`src/rtl/uart_pkg.sv`:
```
// Shared UART definitions: receiver FSM encoding, frame width and default line settings.
// Both the RX core and the TX block import this package.
package uart_pkg;

   typedef enum logic [2:0] {
      ST_IDLE  = 3'd0,
      ST_START = 3'd1,
      ST_DATA  = 3'd2,
      ST_STOP  = 3'd3,
      ST_BREAK = 3'd4
   } uart_state_e;

   localparam int unsigned DATA_BITS          = 8;
   localparam int unsigned DEFAULT_CLK_HZ     = 100_000_000;
   localparam int unsigned DEFAULT_BAUD       = 9600;
   localparam int unsigned DEFAULT_OVERSAMPLE = 16;

endpackage

```
`src/rtl/uart_baud_tick.sv`:
```
// Free-running oversample tick generator: one-cycle pulse every TICK_DIV clocks.
// 'clear' restarts the phase so the receiver can align sampling to a start edge.
module uart_baud_tick #(
   parameter int unsigned TICK_DIV = 651
) (
   input  logic clk,
   input  logic rst_n,
   input  logic clear,
   output logic tick
);

   localparam int unsigned   CW   = (TICK_DIV > 1) ? $clog2(TICK_DIV) : 1;
   localparam logic [CW-1:0] LAST = CW'(TICK_DIV - 1);

   logic [CW-1:0] cnt_q;
   logic [CW-1:0] cnt_d;

   always_comb begin
      if (clear || (cnt_q == LAST)) begin
         cnt_d = '0;
      end else begin
         cnt_d = cnt_q + 1'b1;
      end
   end

   always_ff @(posedge clk or negedge rst_n) begin
      if (!rst_n) begin
         cnt_q <= '0;
      end else begin
         cnt_q <= cnt_d;
      end
   end

   assign tick = (cnt_q == LAST);

endmodule

```
`src/rtl/uart_rx_core.sv`:
```
// 8N1 UART receiver: 16x oversampling, mid-bit sampling, start-glitch rejection,
// one-entry holding register with valid/ready, framing-error and overrun pulses.
module uart_rx_core
   import uart_pkg::*;
#(
   parameter int unsigned CLK_HZ     = DEFAULT_CLK_HZ,
   parameter int unsigned BAUD       = DEFAULT_BAUD,
   parameter int unsigned OVERSAMPLE = DEFAULT_OVERSAMPLE
) (
   input  logic                 clk,
   input  logic                 rst_n,
   input  logic                 rx,
   output logic [DATA_BITS-1:0] rx_data,
   output logic                 rx_valid,
   input  logic                 rx_ready,
   output logic                 frame_err,
   output logic                 overrun,
   output logic                 busy
);

   localparam int unsigned   TICK_DIV = CLK_HZ / (BAUD * OVERSAMPLE);
   localparam int unsigned   SW       = $clog2(OVERSAMPLE);
   localparam int unsigned   BW       = $clog2(DATA_BITS);
   localparam logic [SW-1:0] MID_S    = SW'(OVERSAMPLE / 2 - 1);
   localparam logic [SW-1:0] LAST_S   = SW'(OVERSAMPLE - 1);
   localparam logic [BW-1:0] LAST_BIT = BW'(DATA_BITS - 1);

   logic                 sync1_q;
   logic                 rx_s_q;
   logic                 prev_q;
   logic [1:0]           fill_q;
   uart_state_e          state_q;
   logic [SW-1:0]        scnt_q;
   logic [BW-1:0]        bit_q;
   logic [DATA_BITS-1:0] shift_q;
   logic [DATA_BITS-1:0] rx_data_q;
   logic                 rx_valid_q;
   logic                 frame_err_q;
   logic                 overrun_q;
   logic                 tick;
   logic                 start_edge;

   // fill_q keeps the reset value of the flops from faking an edge on a line already low
   always_ff @(posedge clk or negedge rst_n) begin
      if (!rst_n) begin
         sync1_q <= 1'b1;
         rx_s_q  <= 1'b1;
         prev_q  <= 1'b1;
         fill_q  <= 2'd0;
      end else begin
         sync1_q <= rx;
         rx_s_q  <= sync1_q;
         prev_q  <= rx_s_q;
         if (fill_q != 2'd3) begin
            fill_q <= fill_q + 2'd1;
         end
      end
   end

   assign start_edge = (state_q == ST_IDLE) && (fill_q == 2'd3) && prev_q && !rx_s_q;

   uart_baud_tick #(
      .TICK_DIV (TICK_DIV)
   ) u_tick (
      .clk   (clk),
      .rst_n (rst_n),
      .clear (start_edge),
      .tick  (tick)
   );

   always_ff @(posedge clk or negedge rst_n) begin
      if (!rst_n) begin
         state_q     <= ST_IDLE;
         scnt_q      <= '0;
         bit_q       <= '0;
         shift_q     <= '0;
         rx_data_q   <= '0;
         rx_valid_q  <= 1'b0;
         frame_err_q <= 1'b0;
         overrun_q   <= 1'b0;
      end else begin
         frame_err_q <= 1'b0;
         overrun_q   <= 1'b0;
         if (rx_valid_q && rx_ready) begin
            rx_valid_q <= 1'b0;
         end

         case (state_q)
            ST_IDLE: begin
               if (start_edge) begin
                  state_q <= ST_START;
                  scnt_q  <= '0;
               end
            end

            ST_START: begin
               if (tick) begin
                  if (scnt_q == MID_S) begin
                     scnt_q <= '0;
                     bit_q  <= '0;
                     state_q <= rx_s_q ? ST_IDLE : ST_DATA;
                  end else begin
                     scnt_q <= scnt_q + 1'b1;
                  end
               end
            end

            ST_DATA: begin
               if (tick) begin
                  if (scnt_q == LAST_S) begin
                     scnt_q  <= '0;
                     shift_q <= {rx_s_q, shift_q[DATA_BITS-1:1]};
                     if (bit_q == LAST_BIT) begin
                        state_q <= ST_STOP;
                     end else begin
                        bit_q <= bit_q + 1'b1;
                     end
                  end else begin
                     scnt_q <= scnt_q + 1'b1;
                  end
               end
            end

            ST_STOP: begin
               if (tick) begin
                  if (scnt_q == LAST_S) begin
                     scnt_q <= '0;
                     if (rx_s_q) begin
                        // A consume in this same cycle frees the register for the new byte
                        if (!rx_valid_q || rx_ready) begin
                           rx_data_q  <= shift_q;
                           rx_valid_q <= 1'b1;
                        end else begin
                           overrun_q <= 1'b1;
                        end
                        state_q <= ST_IDLE;
                     end else begin
                        frame_err_q <= 1'b1;
                        state_q     <= ST_BREAK;
                     end
                  end else begin
                     scnt_q <= scnt_q + 1'b1;
                  end
               end
            end

            ST_BREAK: begin
               if (rx_s_q) begin
                  state_q <= ST_IDLE;
               end
            end

            default: begin
               state_q <= ST_IDLE;
            end
         endcase
      end
   end

   assign rx_data   = rx_data_q;
   assign rx_valid  = rx_valid_q;
   assign frame_err = frame_err_q;
   assign overrun   = overrun_q;
   assign busy      = (state_q != ST_IDLE);

endmodule
```
`config.mk`:
```
export PLATFORM = sky130hd
export DESIGN_NAME = uart_rx_core
export DESIGN_NICKNAME = d
export VERILOG_FILES = /design/src/rtl/uart_pkg.sv /design/src/rtl/uart_baud_tick.sv /design/src/rtl/uart_rx_core.sv
export SDC_FILE = /design/constraint.sdc
export NUM_CORES = 1
export LEC_CHECK = 0
export CAP_MARGIN = 40
export CORE_AREA = 4 4 66 68
export DETAILED_ROUTE_END_ITERATION = 6
export DIE_AREA = 0 0 70 72
export HOLD_SLACK_MARGIN = 0.03
export PLACE_DENSITY = 0.75
export SLEW_MARGIN = 20
export SYNTH_ARGS = -nofsm -noshare
export SYNTH_HDL_FRONTEND = slang
export SYNTH_HIERARCHICAL = 1
export SYNTH_SLANG_ARGS = --single-unit
```
`constraint.sdc`:
```
create_clock -name clk -period 2.75 [get_ports clk]
set_clock_uncertainty 0.15 [all_clocks]
set_input_delay 0.55 -clock clk [delete_from_list [all_inputs] [get_ports clk]]
set_output_delay 0.55 -clock clk [all_outputs]
set_load 0.02 [all_outputs]
```
==> results_dict.tcl <==
set metrics [dict create \
    synth_edf_count 0 \
    drive_gt1_share_pct 22.3 \
    track_usage_pct 15.7 \
    slew_headroom_pct 73.1 \
    power_mw 1.51 \
    io_pins 16 \
    syn_nets 186 \
    vdd_drop_max_uv 417 \
    wl_mm 3.70 \
    fin_nets 206 \
    yosysSeqAreaShare_pct 53.6 \
    cp_max_fo 8 \
    yosys_warnings 6 \
    drt_iter0_markers 88 \
    hp-class "reg2reg" \
    maxCapViolations 0 \
    insertion_delay_ns 0.29 \
    via_per_inst 5.59 \
    fillers 318 \
    p_leak_nw 1.08 \
    final_cell_mix "41 x dfrtp_1, 18 x mux2_2, 14 x clkdlybuf4s50_1" \
    clock-root-buffer "clkbuf_8" \
    max_freq_ghz 0.390 \
    rows 23 \
    critPathRequiredTime_ns 2.78 \
    holdWs_ns 0.210 \
    final_cell_count_no_fill 247 \
    core_um2 3860 \
    cts_buffer_depth 2 \
    dr.pass1.iters 4 \
    grt_antenna_before_repair 0 \
    final_common_cell "dfrtp_1" \
    htree_levels 2 \
    placedCellCount 238 \
    r2r_slack_ns 0.19 \
    cts_tree "done" \
    setup_tns_ns 0 \
    syn-instance-count 176 \
    slew_viol_final 0 \
    syn_avg_cell_area_um2 11.7 \
    gp_congestion 0.894 \
    rsz0062_at_grt "false" \
    cts_made_buffers 5 \
    endpoint_kind "flop" \
    synth_seq_cells 44 \
    criticalPathCategory "reg2reg" \
    drc 0 \
    period_needed_ns 2.56 \
    cp-start-kind "flop" \
    ant_nets 0 \
    port_buffers 15 \
    cts_num_sinks 44 \
    grt_pass1_wl_mm 6.31 \
    die_x_um 70 \
    syn_area_um2 2060 \
    antenna_cells 0 \
    synth_top_flop_cell "dfrtp_1" \
    start_util_pct 53.5 \
    synth_cell_type_count 44 \
    grt_pass1_vias 1431 \
    setup_viol 0 \
    syn_to_final_growth_pct 14.9 \
    ys_async_sr_fraction_pct 100 \
    arrival_ns 2.59 \
    dp_hpwl_mm 2.72 \
    vias 1380 \
    status "complete, no violations" \
    worst_pin_slew_ns 0.403 \
    fin_util_pct 61.4 \
    clk_pin_slew_ns 0.08 \
    hold_viol 0 \
    fin_crit_sh_pct 93.2 \
    die-area_um2 5040 \
    die_h_um 72 \
    grt-ovfl-total 0 \
    avgRoutedWirePerCell_um 15.0 \
    grt_max_degree 24 \
    powerDensity_nw_per_um2 638 \
]
[cells by family after synthesis]
kind of cell	synth area share, %
xor gates and xnor gates	2.97
muxes	11.3
and+or+nand+nor	16.3
adders and majority gates	3.64
buffers and inverters	2.85
AOI/OAI and AO/OA	9.28
DFF	53.6
[registers in the layout (all words and copies together), names as in the netlist]
signal        count
u_tick/cnt_q     10
rx_data           8
shift_q           8
scnt_q            4
bit_q             3
state_q           3
fill_q            2
frame_err         1
overrun           1
prev_q            1
rx_s_q            1
rx_valid          1
sync1_q           1
[worst max-delay path: stages, from the launching register on]
cell and delay, ns:
dfrtp_1 0.43, inv_1 0.08, ha_1 0.14, nor4b_1 0.28, and4_2 0.39, nand3_1 0.11, nor2_2 0.22, nand4_2 0.29
mux2_2 0.36
[layer usage]
layer | GRT usage (%) | routed length, µm | vias up | share of wire, %
met3 | 4.02 | 117 | 8 | 3.2
met4 | 7.45 | 80 | 0 | 2.2
met5 | 0 | 0 | - | 0
met1 | 18.9 | 1660 | 684 | 45
met2 | 26.7 | 1840 | 24 | 50
li1 | - | - | 664 | -
[cell type report]
| cell class | count | area, µm² | share of cell area, % |
|---|---|---|---|
| tap | 50 | 62.6 | 2.64 |
| clock buffer | 7 | 86.3 | 3.65 |
| sequential | 44 | 1100 | 46.6 |
| clock inverter | 1 | 7.51 | 0.317 |
| timing repair buffer | 20 | 185 | 7.82 |
| inverter | 6 | 22.5 | 0.951 |
| multi-input combinational | 119 | 900 | 38.0 |
[per-stage QoR]
stage / area (µm²) / worst slack (ns)
after floorplan: 2060 / 0.382
after global placement: 2260 / 0.282
after detailed placement: 2260 / 0.143
after CTS: 2370 / 0.120
after global routing: 2370 / 0.0222
final: 2370 / 0.187
[worst paths after layout]
path | from | to | cells after the start
max | u_tick/cnt_q[0] | rx_data[5] | 8
min | sync1_q | rx_s_q | 0
min reg2reg | sync1_q | rx_s_q | 0
max in group asynchronous | rst_n | prev_q | 3
max reg2reg | u_tick/cnt_q[0] | rx_data[5] | 8
min in group asynchronous | rst_n | u_tick/cnt_q[7] | 2
[cells in the mapped netlist (2+ instances only)]
cell	number	area share, %
a21oi_1	7	1.7
a22oi_1	2	0.73
and2_1	2	0.61
buf_2	5	1.2
dfrtp_1	41	50
dfstp_2	3	3.8
ha_1	6	3.6
inv_1	6	1.1
mux2_2	18	9.8
mux2i_1	2	0.97
nand2_1	9	1.6
nand2b_1	2	0.61
nand3_1	9	2.2
nand4_1	2	0.61
nand4_2	2	1.2
nor2_1	12	2.2
nor3_1	2	0.49
nor3b_1	2	0.73
o21ai_0	9	2.2
o31ai_1	2	0.73
or3_1	5	1.5
xnor2_1	3	1.3
xor2_1	4	1.7
[what timing repair did]
item	4_1_cts	5_1_grt
buffers inserted	0	0
gates resized for setup	0	1
setup endpoints to repair	0	8
hold buffers	1	0
endpoints found under the hold margin	4	0
[power breakdown]
group          switching [mW]  leakage [nW]  internal (mW)  total (mW)
Combinational           0.175         0.451          0.143       0.318
Sequential             0.0738         0.585          0.707       0.780
Clock                   0.209        0.0445          0.204       0.413
No activity file was read; power rests on OpenSTA's default activity.
